==> src/rtl/dcache_arb_pkg.sv <==
// Shared definitions for the data-cache port arbiter.
// Holds the requester index constants, the request payload struct and the
// index-width helper used by the arbiter and its tag FIFO.
package dcache_arb_pkg;

  localparam int unsigned NR_PORTS = 3;
  localparam int unsigned ADDR_W   = 64;
  localparam int unsigned DATA_W   = 64;
  localparam int unsigned BE_W     = DATA_W / 8;

  localparam int unsigned PORT_PTW   = 0;
  localparam int unsigned PORT_LOAD  = 1;
  localparam int unsigned PORT_STORE = 2;

  typedef struct packed {
    logic [ADDR_W-1:0] addr;
    logic              we;
    logic [BE_W-1:0]   be;
    logic [DATA_W-1:0] wdata;
  } dcache_arb_req_t;

  // Width of an index into n items; never less than one bit.
  function automatic int unsigned idx_width(input int unsigned n);
    return (n > 1) ? $clog2(n) : 1;
  endfunction

endpackage

==> src/rtl/dcache_arb_tag_fifo.sv <==
// In-order tag FIFO: remembers which requester owns each in-flight cache
// request so responses can be steered back in issue order.
// Ports:
//   clk_i, rst_ni      clock, asynchronous active-low reset
//   push_i, data_i     enqueue a requester index (ignored when full)
//   pop_i, data_o      dequeue / head index (pop ignored when empty)
//   full_o, empty_o    occupancy flags
//   count_o            number of stored entries
module dcache_arb_tag_fifo #(
  parameter int unsigned Depth = 4,
  parameter int unsigned Width = 2
) (
  input  logic                       clk_i,
  input  logic                       rst_ni,
  input  logic                       push_i,
  input  logic [Width-1:0]           data_i,
  input  logic                       pop_i,
  output logic [Width-1:0]           data_o,
  output logic                       full_o,
  output logic                       empty_o,
  output logic [$clog2(Depth+1)-1:0] count_o
);

  localparam int unsigned PtrW = (Depth > 1) ? $clog2(Depth) : 1;
  localparam int unsigned CntW = $clog2(Depth+1);

  logic [Width-1:0] mem_q [Depth];
  logic [PtrW-1:0]  wr_ptr_q, wr_ptr_d;
  logic [PtrW-1:0]  rd_ptr_q, rd_ptr_d;
  logic [CntW-1:0]  count_q, count_d;
  logic             do_push, do_pop;

  assign full_o  = (count_q == CntW'(Depth));
  assign empty_o = (count_q == '0);
  assign count_o = count_q;
  assign data_o  = mem_q[rd_ptr_q];

  assign do_push = push_i & ~full_o;
  assign do_pop  = pop_i & ~empty_o;

  always_comb begin
    wr_ptr_d = wr_ptr_q;
    rd_ptr_d = rd_ptr_q;
    count_d  = count_q;
    // Pointers wrap explicitly so non-power-of-two depths work.
    if (do_push) wr_ptr_d = (wr_ptr_q == PtrW'(Depth-1)) ? '0 : wr_ptr_q + 1'b1;
    if (do_pop)  rd_ptr_d = (rd_ptr_q == PtrW'(Depth-1)) ? '0 : rd_ptr_q + 1'b1;
    case ({do_push, do_pop})
      2'b10:   count_d = count_q + 1'b1;
      2'b01:   count_d = count_q - 1'b1;
      default: count_d = count_q;
    endcase
  end

  always_ff @(posedge clk_i or negedge rst_ni) begin
    if (!rst_ni) begin
      wr_ptr_q <= '0;
      rd_ptr_q <= '0;
      count_q  <= '0;
    end else begin
      wr_ptr_q <= wr_ptr_d;
      rd_ptr_q <= rd_ptr_d;
      count_q  <= count_d;
    end
  end

  // Storage needs no reset: an entry is only read after it was written.
  always_ff @(posedge clk_i) begin
    if (do_push) mem_q[wr_ptr_q] <= data_i;
  end

endmodule

==> src/rtl/dcache_port_arbiter.sv <==
// Shares one in-order dcache request port between NrPorts requesters
// (0 = PTW, 1 = load, 2 = store/AMO). Round-robin arbitration with the grant
// locked until the handshake completes; a tag FIFO routes in-order responses
// back to their requester and caps in-flight requests at MaxOutstanding.
// Ports:
//   clk_i, rst_ni                      clock, asynchronous active-low reset
//   req_valid_i/req_ready_o            per-requester handshake
//   req_addr_i/we/be/wdata             per-requester payload (packed per port)
//   rsp_valid_o, rsp_rdata_o           one-hot response strobe, broadcast data
//   cache_req_valid_o/ready_i          request handshake toward the cache
//   cache_addr/we/be/wdata_o           payload of the granted requester
//   cache_rsp_valid_i, rdata_i         in-order cache response
//   outstanding_o                      registered in-flight count
//   unexpected_rsp_o                   response seen while nothing in flight
module dcache_port_arbiter
  import dcache_arb_pkg::*;
#(
  parameter int unsigned NrPorts        = 3,
  parameter int unsigned AddrWidth      = 64,
  parameter int unsigned DataWidth      = 64,
  parameter int unsigned MaxOutstanding = 4
) (
  input  logic                                clk_i,
  input  logic                                rst_ni,
  input  logic [NrPorts-1:0]                  req_valid_i,
  output logic [NrPorts-1:0]                  req_ready_o,
  input  logic [NrPorts*AddrWidth-1:0]        req_addr_i,
  input  logic [NrPorts-1:0]                  req_we_i,
  input  logic [NrPorts*(DataWidth/8)-1:0]    req_be_i,
  input  logic [NrPorts*DataWidth-1:0]        req_wdata_i,
  output logic [NrPorts-1:0]                  rsp_valid_o,
  output logic [DataWidth-1:0]                rsp_rdata_o,
  output logic                                cache_req_valid_o,
  input  logic                                cache_req_ready_i,
  output logic [AddrWidth-1:0]                cache_addr_o,
  output logic                                cache_we_o,
  output logic [DataWidth/8-1:0]              cache_be_o,
  output logic [DataWidth-1:0]                cache_wdata_o,
  input  logic                                cache_rsp_valid_i,
  input  logic [DataWidth-1:0]                cache_rsp_rdata_i,
  output logic [$clog2(MaxOutstanding+1)-1:0] outstanding_o,
  output logic                                unexpected_rsp_o
);

  localparam int unsigned IdxW = idx_width(NrPorts);
  localparam int unsigned BeW  = DataWidth / 8;

  logic [IdxW-1:0] ptr_q, ptr_d;
  logic            locked_q, locked_d;
  logic [IdxW-1:0] lock_idx_q, lock_idx_d;

  logic [IdxW-1:0] rr_idx, cand, winner, head_idx;
  logic            found, any_valid, fifo_full, fifo_empty;
  logic            issue_en, hs, rsp_ok;
  dcache_arb_req_t sel_req;

  assign any_valid = |req_valid_i;

  // First valid requester at or after ptr, wrapping modulo NrPorts.
  always_comb begin
    rr_idx = ptr_q;
    found  = 1'b0;
    cand   = '0;
    for (int i = 0; i < int'(NrPorts); i++) begin
      cand = IdxW'((int'(ptr_q) + i) % int'(NrPorts));
      if (!found && req_valid_i[cand]) begin
        found  = 1'b1;
        rr_idx = cand;
      end
    end
  end

  assign winner = locked_q ? lock_idx_q : rr_idx;

  // A full FIFO blocks issue even when a response pops this cycle, keeping
  // the response path out of the request path.
  assign issue_en = rst_ni & any_valid & ~fifo_full;
  assign hs       = issue_en & cache_req_ready_i;

  always_comb begin
    sel_req = '0;
    for (int p = 0; p < int'(NrPorts); p++) begin
      if (winner == IdxW'(p)) begin
        sel_req.addr  = req_addr_i[p*AddrWidth +: AddrWidth];
        sel_req.we    = req_we_i[p];
        sel_req.be    = req_be_i[p*BeW +: BeW];
        sel_req.wdata = req_wdata_i[p*DataWidth +: DataWidth];
      end
    end
  end

  assign cache_req_valid_o = issue_en;
  assign cache_addr_o      = sel_req.addr;
  assign cache_we_o        = sel_req.we;
  assign cache_be_o        = sel_req.be;
  assign cache_wdata_o     = sel_req.wdata;

  always_comb begin
    req_ready_o = '0;
    if (issue_en) req_ready_o[winner] = cache_req_ready_i;
  end

  // Responses: steer to the oldest tag; with no tag the beat is dropped.
  assign rsp_ok           = rst_ni & cache_rsp_valid_i & ~fifo_empty;
  assign unexpected_rsp_o = rst_ni & cache_rsp_valid_i & fifo_empty;
  assign rsp_rdata_o      = cache_rsp_rdata_i;

  always_comb begin
    rsp_valid_o = '0;
    if (rsp_ok) rsp_valid_o[head_idx] = 1'b1;
  end

  always_comb begin
    ptr_d      = ptr_q;
    locked_d   = locked_q;
    lock_idx_d = lock_idx_q;
    if (hs) begin
      ptr_d    = (winner == IdxW'(NrPorts-1)) ? '0 : winner + 1'b1;
      locked_d = 1'b0;
    end else if (issue_en) begin
      locked_d   = 1'b1;
      lock_idx_d = winner;
    end
  end

  always_ff @(posedge clk_i or negedge rst_ni) begin
    if (!rst_ni) begin
      ptr_q      <= '0;
      locked_q   <= 1'b0;
      lock_idx_q <= '0;
    end else begin
      ptr_q      <= ptr_d;
      locked_q   <= locked_d;
      lock_idx_q <= lock_idx_d;
    end
  end

  dcache_arb_tag_fifo #(
    .Depth (MaxOutstanding),
    .Width (IdxW)
  ) u_tag_fifo (
    .clk_i   (clk_i),
    .rst_ni  (rst_ni),
    .push_i  (hs),
    .data_i  (winner),
    .pop_i   (rsp_ok),
    .data_o  (head_idx),
    .full_o  (fifo_full),
    .empty_o (fifo_empty),
    .count_o (outstanding_o)
  );

  // A locked requester must hold its request until the handshake.
  a_lock_hold: assert property (@(posedge clk_i) disable iff (!rst_ni)
    locked_q |-> req_valid_i[lock_idx_q]);

endmodule

==> config.mk <==
export PLATFORM = sky130hd
export DESIGN_NAME = dcache_port_arbiter
export DESIGN_NICKNAME = d
export VERILOG_FILES = /design/src/rtl/dcache_arb_pkg.sv /design/src/rtl/dcache_arb_tag_fifo.sv /design/src/rtl/dcache_port_arbiter.sv
export SDC_FILE = /design/constraint.sdc
export NUM_CORES = 1
export LEC_CHECK = 0
export ABC_AREA = 1
export CAP_MARGIN = 20
export CORE_AREA = 2 2 267 269
export DETAILED_ROUTE_END_ITERATION = 7
export DIE_AREA = 0 0 269 271
export GPL_ROUTABILITY_DRIVEN = 0
export SYNTH_ARGS = -nofsm -noshare
export SYNTH_HDL_FRONTEND = slang
export SYNTH_SLANG_ARGS = --single-unit
==> constraint.sdc <==
create_clock -name clk_i -period 2.2 [get_ports clk_i]
set_input_delay 0.22 -clock clk_i [delete_from_list [all_inputs] [get_ports clk_i]]
set_output_delay 0.22 -clock clk_i [all_outputs]
set_load 0.02 [all_outputs]
==> metrics.md <==
| Metric | Value |
|---|---|
| Status | finished with violations |
| Violated checks | setup timing |
| Worst Setup Start Kind | flop |
| Crit path kind | reg2out |
| Top Ports | 694 |
| CTS max path bufs | 2 |
| Cell count after synthesis | 884 |
| Mapped Area | 5190 µm² |
| Maximum capacitance violations | 0 |
| Layout cells sized above 1 | 45.0% |
| Flop pwr share | 2.0% |
| Switching pwr | 17.5 mW |
| Switching Fraction | 51.4% |
| Internal power component | 16.5 mW |
| Worst R2R Setup Slack | -0.18 ns |
| Min cycle time layout | 2.93 ns |
| R2R cell count | 16 |
| Initial cell density of the core | 7.44% |
| Vias in the first global route | 9749 |
| Clock transition at path regs | 0.06 ns |
| Crit path DAT | 2.71 ns |
| Die X | 269 µm |
| Via count | 9646 |
| EDFF count, synth | 8 |
| Comb pwr share | 96.5% |
| Wirelength, routed | 51.8 mm |
| Routed vias/inst | 4.00 |
| Die Y-Extent | 271 µm |
| Setup Skew | 0.00490 ns |
| Synth Register Bits | 20 |
| CTS Hold Buffers Added | 0 |
| First-pass GRT wire length | 66.2 mm |
| Clock sinks | 20 |
| Relative slew slack | 78.2% |
| Crit path max fanout | 7 |
| Number of remaining DRC errors | 0 |
| RSZ-0062 raised after global routing | yes |
| CP Data Required Time | 1.98 ns |
| Final worst-path cycle share | 133% |
| Final hold violations | 0 |
| Overflow after GRT | 0 |
| Yosys top cell area share | 41.4% |
| Largest net degree at the start of global routing | 29 |
| Leakage power | 6.65 nW |
| FMAX | 341 MHz |
| FF-to-FF Start | ptr_q[0]$_DFFE_PN0N_ |
| Synth top cells by count | nand3_1, nand4_1, buf_2 |
| Initial drt markers | 365 |
| Synth async-reset ratio | 60.0% |
| Full die area | 72900 µm² |
| Syn_nets | 1377 |
| CTS tree | done |
| Antenna-violating nets left | 0 |
| DRT Pass-1 Iters | 5 |
| PD cells | 2130 nW/µm² |
| DP HPWL | 38.1 mm |
| Placement row count | 97 |
| Clock network power share | 1.5% |
| Area growth, synth to finish | 208% |
| Average wire per standard cell | 21.5 µm |
| Top FF cell, synth | dfrtp_1 |
| Crit path capture type | output pin |
| Worst-Skew Late Latency | 0.25 ns |
| Worst VDD drop | 1.20 mV |
| PnR worst setup slack | -0.730 ns |
| Setup violators final | 144 |
| CTS Buf Count | 3 |
| Min-delay worst type | in2async |
| Netlist cell types | 27 |
| Hold slack | 0.402 ns |
| Cell taking the most area after synthesis | nand3_1 |
| Avg Cell Area, Syn | 5.88 µm² |
| Port Buffers | 565 |
| Final Instance Area | 16000 µm² |
| Core Area | 69800 µm² |
| Final Max Slew Viols | 0 |
| Reg2Reg Capture Point | ptr_q[0]$_DFFE_PN0N_ |
| Nets | 1965 |
| Sequential share of the synthesized area | 10.4% |
| CTS Root Buffer Type | clkbuf_16 |
| Yosys warns | 0 |
| Max H-tree Level | 1 |
| Ant. Diodes | 0 |
| CP startpoint | ptr_q[0]$_DFFE_PN0N_ |
| Initial antenna violation count | 11 |
| Top post-synthesis cells by area | nand3_1, nand4_1, buf_4 |
| DP Area | 13200 µm² |
| Slew @ Worst Pin | 0.328 ns |
| Count leader, synth | nand3_1 |
| Total Routing Usage GR | 12.5% |
placed cells by master, fill, tap and decap left out, drive strengths merged:
cell type,count
buf,313
a32o,1
bufbuf,1
clkbuf,16
nand3,430
inv,32
clkinv,1
bufinv,1
dlymetal6s2s,3
a32oi,1
xor2,1
nor3,5
nand3b,1
nand4,137
edfxtp,8
clkdlybuf4s50,422
xnor2,1
dfrtp,12
nand2,42
ha,10
fa,1
nor2,15
o21ai,9
a21oi,8
routing by layer:
metal | wire length (µm) | up-vias | track usage, %
met5 | 106 | - | 0
met4 | 1740 | 18 | 3.61
met3 | 6460 | 95 | 5.83
met2 | 25500 | 580 | 23.0
met1 | 18000 | 4541 | 12.3
li1 | - | 4412 | -
worst max-delay path by stage:
stage                                             end  slack, ns
floorplan           u_tag_fifo.count_o[1]$_DFFE_PN0P_      -0.07
detailed placement                  cache_wdata_o[58]      -1.01
finish                               cache_addr_o[60]      -0.73
CTS                                  cache_addr_o[17]      -0.72
global route                         cache_addr_o[48]      -0.83
global placement                    cache_wdata_o[58]      -1.02
through the flow:
| stage | setup WS (ns) | total power, mW | instances | util (%) | setup TNS [ns] |
|---|---|---|---|---|---|
| after global routing | -0.830 | 35.9 | 2411 | 23.0 | -107.22 |
| final | -0.730 | 34.0 | 2411 | 23.0 | -91.52 |
| after detailed placement | -1.01 | 25.1 | 2340 | 18.9 | -123.48 |
| after floorplan | -0.0706 | 13.2 | 884 | - | -1.69 |
| after global placement | -1.02 | 25.2 | 2340 | 18.9 | -121.52 |
| after CTS | -0.721 | 29.2 | 2383 | 20.5 | -88.66 |
layout make-up:
class,count,area (µm²)
well taps,940,1180
repair buffers,752,8520
inverters,33,136
flip-flops and latches,20,544
clock inverters,1,30.0
fillers,7493,53800
clock buffers,3,75.1
multi-input cells,662,5530
power by group through the flow:
| stage | combinational [mW] | sequential, mW | clock [mW] |
|---|---|---|---|
| after floorplan | 12.5 | 0.678 | 0 |
| after global placement | 24.5 | 0.679 | 0 |
| after detailed placement | 24.4 | 0.684 | 0 |
| after CTS | 28.0 | 0.689 | 0.501 |
| after global routing | 34.7 | 0.710 | 0.517 |
| final | 32.9 | 0.689 | 0.495 |
cell families after synthesis:
family,share of synthesized area (%)
and+or+nand+nor,62.8
buffers and inverters,21.3
DFF,10.4
AOI/OAI and AO/OA,2.29
adders and majority gates,2.79
xor gates and xnor gates,0.337
critical path, cell delays in order (launching register included):
cell,delay [ns]
dfrtp_2,0.44
inv_4,0.10
ha_4,0.22
inv_4,0.08
nand2_2,0.05
nand2_1,0.08
nand3_2,0.10
nand3_4,0.11
buf_6,0.11
nand2_4,0.05
a21oi_4,0.16
buf_12,0.20
buf_16,0.16
buf_12,0.14
buf_4,0.13
nand3_1,0.10
nand3_2,0.09
buf_6,0.12
flip-flops by register name (all words and copies together) (netlist names):
| signal | cells |
|---|---|
| u_tag_fifo.wr_ptr_q | 2 |
| u_tag_fifo.mem_q | 8 |
| ptr_q | 2 |
| u_tag_fifo.count_o | 3 |
| locked_q | 1 |
| lock_idx_q | 2 |
| u_tag_fifo.rd_ptr_q | 2 |
what timing repair did:
action,CTS,global route
setup buffers,25,19
resized for setup,679,368
pin swaps,20,89
gates cloned,14,15
endpoints found under the setup margin,150,157
Note: power is estimated with default switching activity, not from simulation.
